[config.mk]
export PLATFORM = sky130hd
export DESIGN_NAME = iic_slave_regfile
export DESIGN_NICKNAME = d
export VERILOG_FILES = /design/src/rtl/iic_slave_pkg.sv /design/src/rtl/iic_bus_sync_detect.sv /design/src/rtl/iic_slave_regfile.sv
export SDC_FILE = /design/constraint.sdc
export NUM_CORES = 1
export LEC_CHECK = 0
export ABC_CLOCK_PERIOD_IN_PS = 18250
export CORE_MARGIN = 4
export CORE_UTILIZATION = 45
export DETAILED_ROUTE_END_ITERATION = 7
export HOLD_SLACK_MARGIN = 0.1
export MAX_ROUTING_LAYER = met4
export PLACE_DENSITY_LB_ADDON = 0.05
export SLEW_MARGIN = 20
export SYNTH_ARGS = -nofsm -noshare
export SYNTH_HDL_FRONTEND = slang
export SYNTH_SLANG_ARGS = --single-unit
[constraint.sdc]
create_clock -name clk -period 18.25 [get_ports clk]
set_clock_uncertainty 0.2 [all_clocks]
set_input_delay 3.65 -clock clk [delete_from_list [all_inputs] [get_ports clk]]
set_output_delay 3.65 -clock clk [all_outputs]
set_load 0.05 [all_outputs]
[src/rtl/iic_slave_pkg.sv]
// Shared types and constants for the I2C slave register-file model.
package iic_slave_pkg;

  typedef enum logic [3:0] {
    S_IDLE      = 4'd0,
    S_ADDR      = 4'd1,
    S_ADDR_ACK  = 4'd2,
    S_PTR       = 4'd3,
    S_PTR_ACK   = 4'd4,
    S_WR_DATA   = 4'd5,
    S_WR_ACK    = 4'd6,
    S_RD_DATA   = 4'd7,
    S_RD_MACK   = 4'd8,
    S_WAIT_STOP = 4'd9
  } iic_slave_state_t;

  localparam logic       IIC_ACK  = 1'b0;
  localparam logic       IIC_NACK = 1'b1;
  localparam logic [3:0] IIC_BITS = 4'd8;

endpackage

[src/rtl/iic_bus_sync_detect.sv]
// SCL/SDA synchroniser with registered START/STOP and SCL edge detection.
module iic_bus_sync_detect #(
  parameter int SYNC_STAGES = 2
) (
  input  logic clk,
  input  logic rst,
  input  logic scl_i,
  input  logic sda_i,
  output logic scl_rise,
  output logic scl_fall,
  output logic start_det,
  output logic stop_det,
  output logic sda_sync
);

  logic [SYNC_STAGES-1:0] scl_pipe_q, scl_pipe_d, sda_pipe_q, sda_pipe_d;
  logic scl_prev_q, scl_prev_d, sda_prev_q, sda_prev_d;
  logic scl_rise_q, scl_rise_d, scl_fall_q, scl_fall_d;
  logic start_q, start_d, stop_q, stop_d, sda_sync_q, sda_sync_d;
  logic scl_now, sda_now;

  assign scl_now = scl_pipe_q[SYNC_STAGES-1];
  assign sda_now = sda_pipe_q[SYNC_STAGES-1];

  // SCL edges that coincide with a START/STOP detection are suppressed
  always_comb begin
    scl_pipe_d = {scl_pipe_q[SYNC_STAGES-2:0], scl_i};
    sda_pipe_d = {sda_pipe_q[SYNC_STAGES-2:0], sda_i};
    scl_prev_d = scl_now;
    sda_prev_d = sda_now;
    sda_sync_d = sda_now;
    start_d    = scl_prev_q & scl_now & sda_prev_q & ~sda_now;
    stop_d     = scl_prev_q & scl_now & ~sda_prev_q & sda_now;
    scl_rise_d = ~scl_prev_q & scl_now & ~start_d & ~stop_d;
    scl_fall_d = scl_prev_q & ~scl_now & ~start_d & ~stop_d;
  end

  always_ff @(posedge clk or posedge rst) begin
    if (rst) begin
      scl_pipe_q <= {SYNC_STAGES{1'b1}};
      sda_pipe_q <= {SYNC_STAGES{1'b1}};
      scl_prev_q <= 1'b1;
      sda_prev_q <= 1'b1;
      sda_sync_q <= 1'b1;
      scl_rise_q <= 1'b0;
      scl_fall_q <= 1'b0;
      start_q    <= 1'b0;
      stop_q     <= 1'b0;
    end else begin
      scl_pipe_q <= scl_pipe_d;
      sda_pipe_q <= sda_pipe_d;
      scl_prev_q <= scl_prev_d;
      sda_prev_q <= sda_prev_d;
      sda_sync_q <= sda_sync_d;
      scl_rise_q <= scl_rise_d;
      scl_fall_q <= scl_fall_d;
      start_q    <= start_d;
      stop_q     <= stop_d;
    end
  end

  assign scl_rise  = scl_rise_q;
  assign scl_fall  = scl_fall_q;
  assign start_det = start_q;
  assign stop_det  = stop_q;
  assign sda_sync  = sda_sync_q;

endmodule

[src/rtl/iic_slave_regfile.sv]
// I2C slave with pointer-addressed register file, ACK/read-data drive on SDA.
// Optional sticky interrupt enabled by defining IIC_SLAVE_IRQ_EN.
module iic_slave_regfile
  import iic_slave_pkg::*;
#(
  parameter logic [6:0] DEVICE_ADDR = 7'h53,
  parameter int         REG_DEPTH   = 64,
  parameter logic [7:0] DEVID_VALUE = 8'hE5,
  parameter logic [7:0] IRQ_CLR_REG = 8'h30,
  parameter int         SYNC_STAGES = 2
) (
  input  logic clk,
  input  logic reset,
  input  logic IIC_SCL_I,
  input  logic IIC_SDA_I,
  output logic IIC_SCL_O,
  output logic IIC_SDA_O,
  output logic IRQ
);

  localparam int PW = (REG_DEPTH > 1) ? $clog2(REG_DEPTH) : 1;
  localparam logic [PW-1:0] PTR_ONE  = PW'(1);
  localparam logic [PW-1:0] PTR_ZERO = PW'(0);

  iic_slave_state_t state_q, state_d;
  logic [3:0]    bit_cnt_q, bit_cnt_d;
  logic [6:0]    rx_q, rx_d;
  logic [7:0]    tx_q, tx_d;
  logic [PW-1:0] ptr_q, ptr_d, ptr_inc, rd_addr;
  logic          rw_q, rw_d, sda_o_q, sda_o_d;
  logic          wr_en, rd_load, byte_done;
  logic [7:0]    rx_byte;
  logic [7:0]    mem_q [REG_DEPTH];
  logic          scl_rise, scl_fall, start_det, stop_det, sda_sync;

  iic_bus_sync_detect #(.SYNC_STAGES(SYNC_STAGES)) u_sync (
    .clk(clk), .rst(reset), .scl_i(IIC_SCL_I), .sda_i(IIC_SDA_I),
    .scl_rise(scl_rise), .scl_fall(scl_fall), .start_det(start_det),
    .stop_det(stop_det), .sda_sync(sda_sync)
  );

  function automatic logic [7:0] reg_read(input logic [PW-1:0] a);
    return (a == PTR_ZERO) ? DEVID_VALUE : mem_q[a];
  endfunction

  assign rx_byte   = {rx_q, sda_sync};
  assign ptr_inc   = ptr_q + PTR_ONE;
  assign byte_done = (bit_cnt_q == (IIC_BITS - 4'd1));

  // Ack states: the first SCL fall drives ACK, the fall after the 9th rise leaves
  always_comb begin
    state_d = state_q; bit_cnt_d = bit_cnt_q; rx_d = rx_q; tx_d = tx_q;
    ptr_d = ptr_q; rw_d = rw_q; sda_o_d = sda_o_q;
    wr_en = 1'b0; rd_load = 1'b0; rd_addr = ptr_q;
    if (start_det) begin
      state_d = S_ADDR; bit_cnt_d = 4'd0; sda_o_d = IIC_NACK;
    end else if (stop_det) begin
      state_d = S_IDLE; bit_cnt_d = 4'd0; sda_o_d = IIC_NACK;
    end else begin
      case (state_q)
        S_ADDR, S_PTR, S_WR_DATA: begin
          if (scl_rise) begin
            rx_d = rx_byte[6:0];
            bit_cnt_d = bit_cnt_q + 4'd1;
            if (byte_done) begin
              bit_cnt_d = 4'd0;
              if (state_q == S_ADDR) begin
                if (rx_q == DEVICE_ADDR) begin
                  state_d = S_ADDR_ACK; rw_d = sda_sync; rd_load = sda_sync;
                end else begin
                  state_d = S_WAIT_STOP;
                end
              end else if (state_q == S_PTR) begin
                ptr_d = rx_byte[PW-1:0]; state_d = S_PTR_ACK;
              end else begin
                wr_en = (ptr_q != PTR_ZERO); ptr_d = ptr_inc; state_d = S_WR_ACK;
              end
            end else begin
              state_d = state_q;
            end
          end else begin
            state_d = state_q;
          end
        end
        S_ADDR_ACK, S_PTR_ACK, S_WR_ACK: begin
          if (scl_rise) begin
            bit_cnt_d = 4'd1;
          end else if (scl_fall) begin
            if (bit_cnt_q == 4'd0) begin
              sda_o_d = IIC_ACK;
            end else begin
              bit_cnt_d = 4'd0;
              sda_o_d = IIC_NACK;
              if (state_q == S_ADDR_ACK && rw_q) begin
                state_d = S_RD_DATA; sda_o_d = tx_q[7];
              end else if (state_q == S_ADDR_ACK) begin
                state_d = S_PTR;
              end else begin
                state_d = S_WR_DATA;
              end
            end
          end else begin
            state_d = state_q;
          end
        end
        S_RD_DATA: begin
          if (scl_rise) begin
            bit_cnt_d = bit_cnt_q + 4'd1;
          end else if (scl_fall) begin
            if (bit_cnt_q == IIC_BITS) begin
              state_d = S_RD_MACK; bit_cnt_d = 4'd0; sda_o_d = IIC_NACK;
            end else begin
              sda_o_d = tx_q[3'd7 - bit_cnt_q[2:0]];
            end
          end else begin
            state_d = state_q;
          end
        end
        S_RD_MACK: begin
          if (scl_rise) begin
            if (sda_sync == IIC_ACK) begin
              ptr_d = ptr_inc; rd_load = 1'b1; rd_addr = ptr_inc; bit_cnt_d = 4'd1;
            end else begin
              state_d = S_WAIT_STOP;
            end
          end else if (scl_fall && bit_cnt_q == 4'd1) begin
            state_d = S_RD_DATA; bit_cnt_d = 4'd0; sda_o_d = tx_q[7];
          end else begin
            state_d = state_q;
          end
        end
        default: state_d = state_q;
      endcase
    end
    if (rd_load) tx_d = reg_read(rd_addr);
    else tx_d = tx_d;
  end

  always_ff @(posedge clk or posedge reset) begin
    if (reset) begin
      state_q <= S_IDLE; bit_cnt_q <= 4'd0; rx_q <= 7'd0; tx_q <= 8'd0;
      ptr_q <= PTR_ZERO; rw_q <= 1'b0; sda_o_q <= 1'b1;
    end else begin
      state_q <= state_d; bit_cnt_q <= bit_cnt_d; rx_q <= rx_d; tx_q <= tx_d;
      ptr_q <= ptr_d; rw_q <= rw_d; sda_o_q <= sda_o_d;
    end
  end

  // Register 0 is never written; reads of it return DEVID_VALUE
  always_ff @(posedge clk or posedge reset) begin
    if (reset) begin
      for (int i = 0; i < REG_DEPTH; i++) mem_q[i] <= 8'h00;
    end else if (wr_en) begin
      mem_q[ptr_q] <= rx_byte;
    end
  end

`ifdef IIC_SLAVE_IRQ_EN
  logic irq_q, irq_d, wrote_q, wrote_d;

  // Set (on STOP after a committed write) takes priority over clear
  always_comb begin
    irq_d = irq_q; wrote_d = wrote_q;
    if (rd_load && (8'(rd_addr) == IRQ_CLR_REG)) irq_d = 1'b0;
    else irq_d = irq_q;
    if (wr_en) wrote_d = 1'b1;
    else wrote_d = wrote_q;
    if (stop_det) begin
      wrote_d = 1'b0;
      if (wrote_q) irq_d = 1'b1;
      else irq_d = irq_d;
    end else begin
      wrote_d = wrote_d;
    end
  end

  always_ff @(posedge clk or posedge reset) begin
    if (reset) begin
      irq_q <= 1'b0; wrote_q <= 1'b0;
    end else begin
      irq_q <= irq_d; wrote_q <= wrote_d;
    end
  end

  assign IRQ = irq_q;
`else
  assign IRQ = 1'b0;
`endif

  assign IIC_SCL_O = 1'b1;
  assign IIC_SDA_O = sda_o_q;

endmodule

==> impl_results.md, run 1 <==
* Run status: completed
* P&R area growth vs syn at 10.20%
* Worst vdd ir at 0.00008597 V
* Number of global-route vias before repair at 19440
* Clk buf depth at 3
* Hold Path Stages at 0
* CTS tree: yes
* Skew-Pair Late Insertion Delay at 0.64 ns
* CP Capture Type: async pin
* TritonCTS Buffers at 60
* Setup bufs post-CTS at 0
* Ys Warns at 0
* Mapped Area at 27110 sq um
* CTS resizes at 0
* Starting DRT DRC Count at 1451
* Power, Total at 3.841 mW
* I/O pins at 7
* Setup violators final at 0
* Fill cell count at 5249
* Post-synth EDFFs at 0
* PortBufs at 4
* Synthesis-stage register bit count at 553
* Placed insts at 2895
* Final net count at 2194
* Min Tclk post-route at 6.403 ns
* Setup TNS at 0 ns
* Max-Cap Viols at 0
* Post-synth cell types at 82
* Final hold viol count at 0
* GRT Overall Usage at 26.47%
* Synth Instances at 2253
* Die Span Y at 253.5 um
* Pin count of the biggest net entering global routing at 174
* Core area at 59350 sq um
* DRT Pass-1 Iters at 6
* Starting Density at 45.68%
* Top FF cell, synth: dfrtp_1
* Chip width at 253.5 um
* Setup slack, reg-to-reg at 12.56 ns
* Worst Path Max Fanout at 173
* Fmax at 0.1562 GHz
* P_leak at 13.73 nW
* Most frequent cells in the layout: 537 x dfrtp_1, 530 x mux2_2, 198 x o22ai_1
* Via count at 19110
* Reg2Reg Depth at 12
* Grt ovf at 0
* RSZ-0062 raised after global routing: false
* Critical path arrival at 7.00 ns
* Hpwl dp at 49960 um
* H-tree Lvls at 2
* Pwr per Cell Area at 128.6 nW/um^2
* Hold WC Path Type: flop to flop
* Sequential area share after synthesis at 51.08%
* WL/cell at 27.33 um
* Initial antenna violation count at 1
* Post-route ant nets at 0
* Worst-Margin Slew at 1.076 ns
* Global-route wire length before repair at 126000 um
* Routability Congestion at 0.8313
* Final cell count without fillers at 3011
* Root Buffer: clkbuf_16
* Ys async rst share at 100.0%
* Most common cell after layout, fill and taps aside: dfrtp_1
* Final period util at 35.08%
* Layout cell share with drive strength beyond 1 at 35.85%
* Clock sink count at 553
* Critical Path Source Type: primary input
* Num rows at 89
* Mean Syn Cell Area at 12.03 sq um
* Crit Path Category: primary input to async pin
* Drc violations at 0
* Routed Wire Length at 82290 um
* Worst slew margin at 27.88%
* CTS clk-pin slew, worst paths at 0.06 ns
* Syn_nets at 2262
* CTS Hold Bufs at 0
* Fin. max-slew vios at 0
* Final hold slack at 0.1548 ns
* Via/cell ratio at 6.347
* Die ar. at 64240 sq um
* Required @ worst endpoint at 18.85 ns
[flip-flops by register name, summed over array words and instances (netlist names)]
signal,count
u_sync.start_det,1
u_sync.scl_pipe_q,2
tx_q,8
u_sync.stop_det,1
rx_q,7
u_sync.scl_fall,1
state_q,4
u_sync.sda_sync,1
rw_q,1
IIC_SDA_O,1
ptr_q,6
u_sync.sda_pipe_q,2
u_sync.scl_rise,1
u_sync.scl_prev_q,1
mem_q,512
bit_cnt_q,4
[power by group]
| part | switching, mW | internal [mW] | total, mW |
|---|---|---|---|
| clock network | 0.513 | 0.721 | 1.23 |
| registers | 0.0603 | 1.25 | 1.31 |
| logic | 0.889 | 0.404 | 1.29 |
[cell usage after synthesis (all sizes together), types with 33 or more instances]
cell type | count | area [sq um]
dfrtp | 546 | 13660
mux2 | 530 | 5968
o22ai | 198 | 1239
clkbuf | 126 | 473.0
nand2 | 126 | 495.5
nor3 | 89 | 465.5
o21ai | 78 | 397.9
nor2 | 71 | 349.1
buf | 59 | 294.0
a21oi | 58 | 290.3
o221ai | 50 | 437.9
mux2i | 36 | 360.4
nand3 | 33 | 190.2
[through the flow]
step / cell area, sq um / setup WS [ns] / util [%]
2_1_floorplan: 27110 / 6.880 / -
3_3_place_gp: 27830 / 10.81 / 46.88
3_5_place_dp: 27830 / 10.75 / 46.88
4_1_cts: 29840 / 11.44 / 50.28
5_1_grt: 29880 / 11.45 / 50.34
6_report: 29880 / 11.85 / 50.34
[logic make-up (layout without fill, tap and decap cells)]
logic type      count (synthesis)  after routing  share of synthesized area [%]
buf+inv                       198            182                          3.009
simple gates                  406            406                          7.836
xor+xnor                       12             12                         0.4154
compound gates                482            482                          11.65
mux                           595            595                          25.75
fa+ha+maj                       5              5                         0.2308
other cells                     2              3                        0.02770
flops                         553            553                          51.08
[routing by layer]
metal	track usage (%)	vias to the layer above	share of wire [%]
li1	-	8402	-
met1	36.44	10050	46
met2	40.38	528	46
met3	4.391	134	5.4
met4	8.684	0	3.3
met5	-	-	0
[worst paths after layout]
path                                           start                    to
worst max-delay path                           reset             mem_q[64]
worst min-delay path            u_sync.scl_pipe_q[0]  u_sync.scl_pipe_q[1]
worst max register to register       u_sync.sda_sync               tx_q[3]
worst min register to register  u_sync.scl_pipe_q[0]  u_sync.scl_pipe_q[1]
max in group clk                           IIC_SDA_O             IIC_SDA_O
min in group asynchronous                      reset              mem_q[1]
[critical path, cell delays in order]
cell and delay, ns:
clkdlybuf4s50_1 0.44, clkinvlp_4 0.37, buf_12 0.65, buf_4 0.81, buf_4 0.49, buf_16 0.30
[cell type report]
class,count,area [sq um],share of cell area [%]
Inverter,13,52.55,0.1759
Clock buffer,100,1862,6.232
Tap cell,773,967.2,3.237
Clock inverter,14,155.1,0.5193
Timing Repair Buffer,55,459.2,1.537
Sequential cell,553,13860,46.39
Multi-Input combinational cell,1502,12520,41.90
Antenna cell,1,2.502,0.008376
No activity file was read; power rests on OpenSTA's default activity.
==> inputs of run 2 (changes only) <==
ABC_CLOCK_PERIOD_IN_PS = 5800   (was 18250)
clock period = 5.8 ns   (was 18.25 ns; I/O delays follow)
==> impl_results.md, run 2 (synthesized netlist as in run 1, its figures left out) <==
* Final period util at 86.60%
* CP Capture Type: flop
* Via/cell ratio at 6.402 (+0.85%)
* Core area at 59350 sq um (unchanged)
* Critical path arrival at 5.39 ns (-1.61 ns)
* Final net count at 2219 (+1.1%)
* Setup slack, reg-to-reg at 0.78 ns (-11.78 ns)
* Skew-Pair Late Insertion Delay at 0.64 ns (about the same)
* Power, Total at 12.20 mW (+220%)
* Setup bufs post-CTS at 0 (unchanged)
* Final cell count without fillers at 3030 (+0.63%)
* I/O pins at 7 (unchanged)
* CTS resizes at 0 (unchanged)
* CP Buf/Inv Count at 3 (-3)
* CP Depth at 11 (+5)
* Die Span Y at 253.5 um (unchanged)
* Clock sink count at 553 (unchanged)
* Die ar. at 64240 sq um (unchanged)
* P_leak at 13.86 nW (+0.94%)
* Critical register-to-register path endpoint: tx_q[3]
* Grt ovf at 0 (unchanged)
* P&R area growth vs syn at 10.94%
* Run status: completed
* Root Buffer: clkbuf_16
* Worst vdd ir at 0.0003578 V (+320%)
* Routed Wire Length at 85460 um (+3.8%)
* Drc violations at 0 (unchanged)
* Number of global-route vias before repair at 19260 (-0.91%)
* Clk buf depth at 3 (unchanged)
* Min Tclk post-route at 5.023 ns
* Hold WC Path Type: flop to flop
* Post-Layout Inst Area at 30080 sq um (+0.67%)
* WL/cell at 28.20 um (+3.2%)
* Final hold viol count at 0 (unchanged)
* Starting DRT DRC Count at 1675 (+15%)
* CTS tree: yes
* Max-Cap Viols at 0 (unchanged)
* Worst Setup EP: tx_q[3]
* Routability Congestion at 0.9062 (+9.0%)
* Slowest CP cell: o22a_2
* Fin. max-slew vios at 0 (unchanged)
* Worst Path Max Fanout at 32 (-82%)
* Layout cell share with drive strength beyond 1 at 36.75% (+0.89 points)
* DRT Pass-1 Iters at 5 (-1)
* Starting Density at 45.68% (unchanged)
* Crit-path cells: or4b_1 > buf_4 > o21ai_4 > buf_4 > o22a_2 > buf_4 > o22ai_1 > nor3_1 > a211oi_1 > o32ai_1 > or3_1
* RSZ-0062 raised after global routing: false
* Cell repeated most along the worst path: buf_4
* Largest register FFs at 512 (unchanged)
* Placed insts at 2920 (+0.86%)
* Critical Path Source Type: flop
* CTS clk-pin slew, worst paths at 0.06 ns (about the same)
* Initial antenna violation count at 2 (+1)
* Fmax at 0.1991 GHz
* Setup violators final at 0 (unchanged)
* Required @ worst endpoint at 6.17 ns (-12.68 ns)
* Critical Path Max Stage Delay at 0.81 ns (about the same)
* Biggest regs: mem_q x512, tx_q x8, rx_q x7
* Most frequent cells in the layout: 537 x dfrtp_1, 530 x mux2_2, 198 x o22ai_1
* Pwr per Cell Area at 405.7 nW/um^2 (+220%)
* Most flop-heavy register: mem_q
* Pin count of the biggest net entering global routing at 99 (-43%)
* Crit Path Category: flop to flop
* Delay-heaviest family, CP: compound AO/OA/AOI/OAI gates
* Worst slew margin at 34.02% (+6.1 points)
* Global-route wire length before repair at 129500 um (+2.7%)
* GRT Overall Usage at 27.31% (+0.84 points)
* H-tree Lvls at 2 (unchanged)
* Placed inst area at 28110 sq um (+1.0%)
* TritonCTS Buffers at 61 (+1.7%)
* Reg2Reg Depth at 11 (-1)
* Hpwl dp at 54500 um (+9.1%)
* Worst-Margin Slew at 0.9896 ns (-0.08636 ns)
* Post-route ant nets at 0 (unchanged)
* CTS Hold Bufs at 0 (unchanged)
* Most common cell after layout, fill and taps aside: dfrtp_1
* Core Util, Final at 50.68% (+0.34 points)
* Chip width at 253.5 um (unchanged)
* Worst Setup SP: state_q[1]
* Via count at 19400 (+1.5%)
* PortBufs at 4 (unchanged)
* Worst R2R Start: state_q[1]
* Num rows at 89 (unchanged)
-- run 2: changes by cell type in the layout (fill, tap and decap cells not counted), sizes merged --
cell / delta
buf: +24
clkinv: +9
clkinvlp: +1
clkbuf: -13
inv: -2
-- run 2: worst min-delay path by stage --
stage	from	to	slack (ns)	depth (start not counted)
after detailed placement	u_sync.sda_pipe_q[0]	u_sync.sda_pipe_q[1]	0.15	0
after CTS	u_sync.sda_pipe_q[0]	u_sync.sda_pipe_q[1]	0.16	0
final	u_sync.scl_pipe_q[0]	u_sync.scl_pipe_q[1]	0.16	0
after global placement	u_sync.scl_pipe_q[0]	u_sync.scl_pipe_q[1]	0.15	0
after global routing	u_sync.sda_pipe_q[0]	u_sync.sda_pipe_q[1]	0.16	0
after floorplan	u_sync.scl_pipe_q[0]	u_sync.scl_pipe_q[1]	0.15	0
-- run 2: through the flow --
step,setup slack [ns],TNS [ns],hold WS (ns)
floorplan,-3.080,-1688.53,0.1452
global placement,0.9379,0,0.1468
detailed placement,0.8964,0,0.1471
CTS,0.8806,0,0.1591
global route,0.6495,0,0.1613
finish,0.7769,0,0.1570
-- run 2: layout make-up --
type,count,area [sq um]
multi-input combinational,1502,12520
inverter,13,52.55
clock buffer,87,1785
tap,773,967.2
clock inverter,22,176.4
sequential,553,13860
timing repair buffer,79,715.7
fill,5229,29280
antenna,1,2.502
-- run 2: metal layers --
metal  routed length (um)  GRT usage [%]
met1                39450          39.42
met2                38860          40.96
met3                 4570          3.459
met4                 2575          7.754
met5                    0              -
-- run 2: where the power goes --
part	leakage, nW	total, mW	switching [mW]	internal (mW)
Combinational	5.23	4.27	2.92	1.35
Clock	0.980	3.82	1.61	2.21
Sequential	7.66	4.11	0.165	3.95
Total	13.9	12.2	4.69	7.51
-- run 2: worst reg2reg max path: stages, from the launching register on --
cell and delay (ns):
dfrtp_1 0.54, or4b_1 0.78, buf_4 0.28, o21ai_4 0.17, buf_4 0.29, o22a_2 0.81
buf_4 0.40, o22ai_1 0.13, nor3_1 0.33, a211oi_1 0.11, o32ai_1 0.73, or3_1 0.20
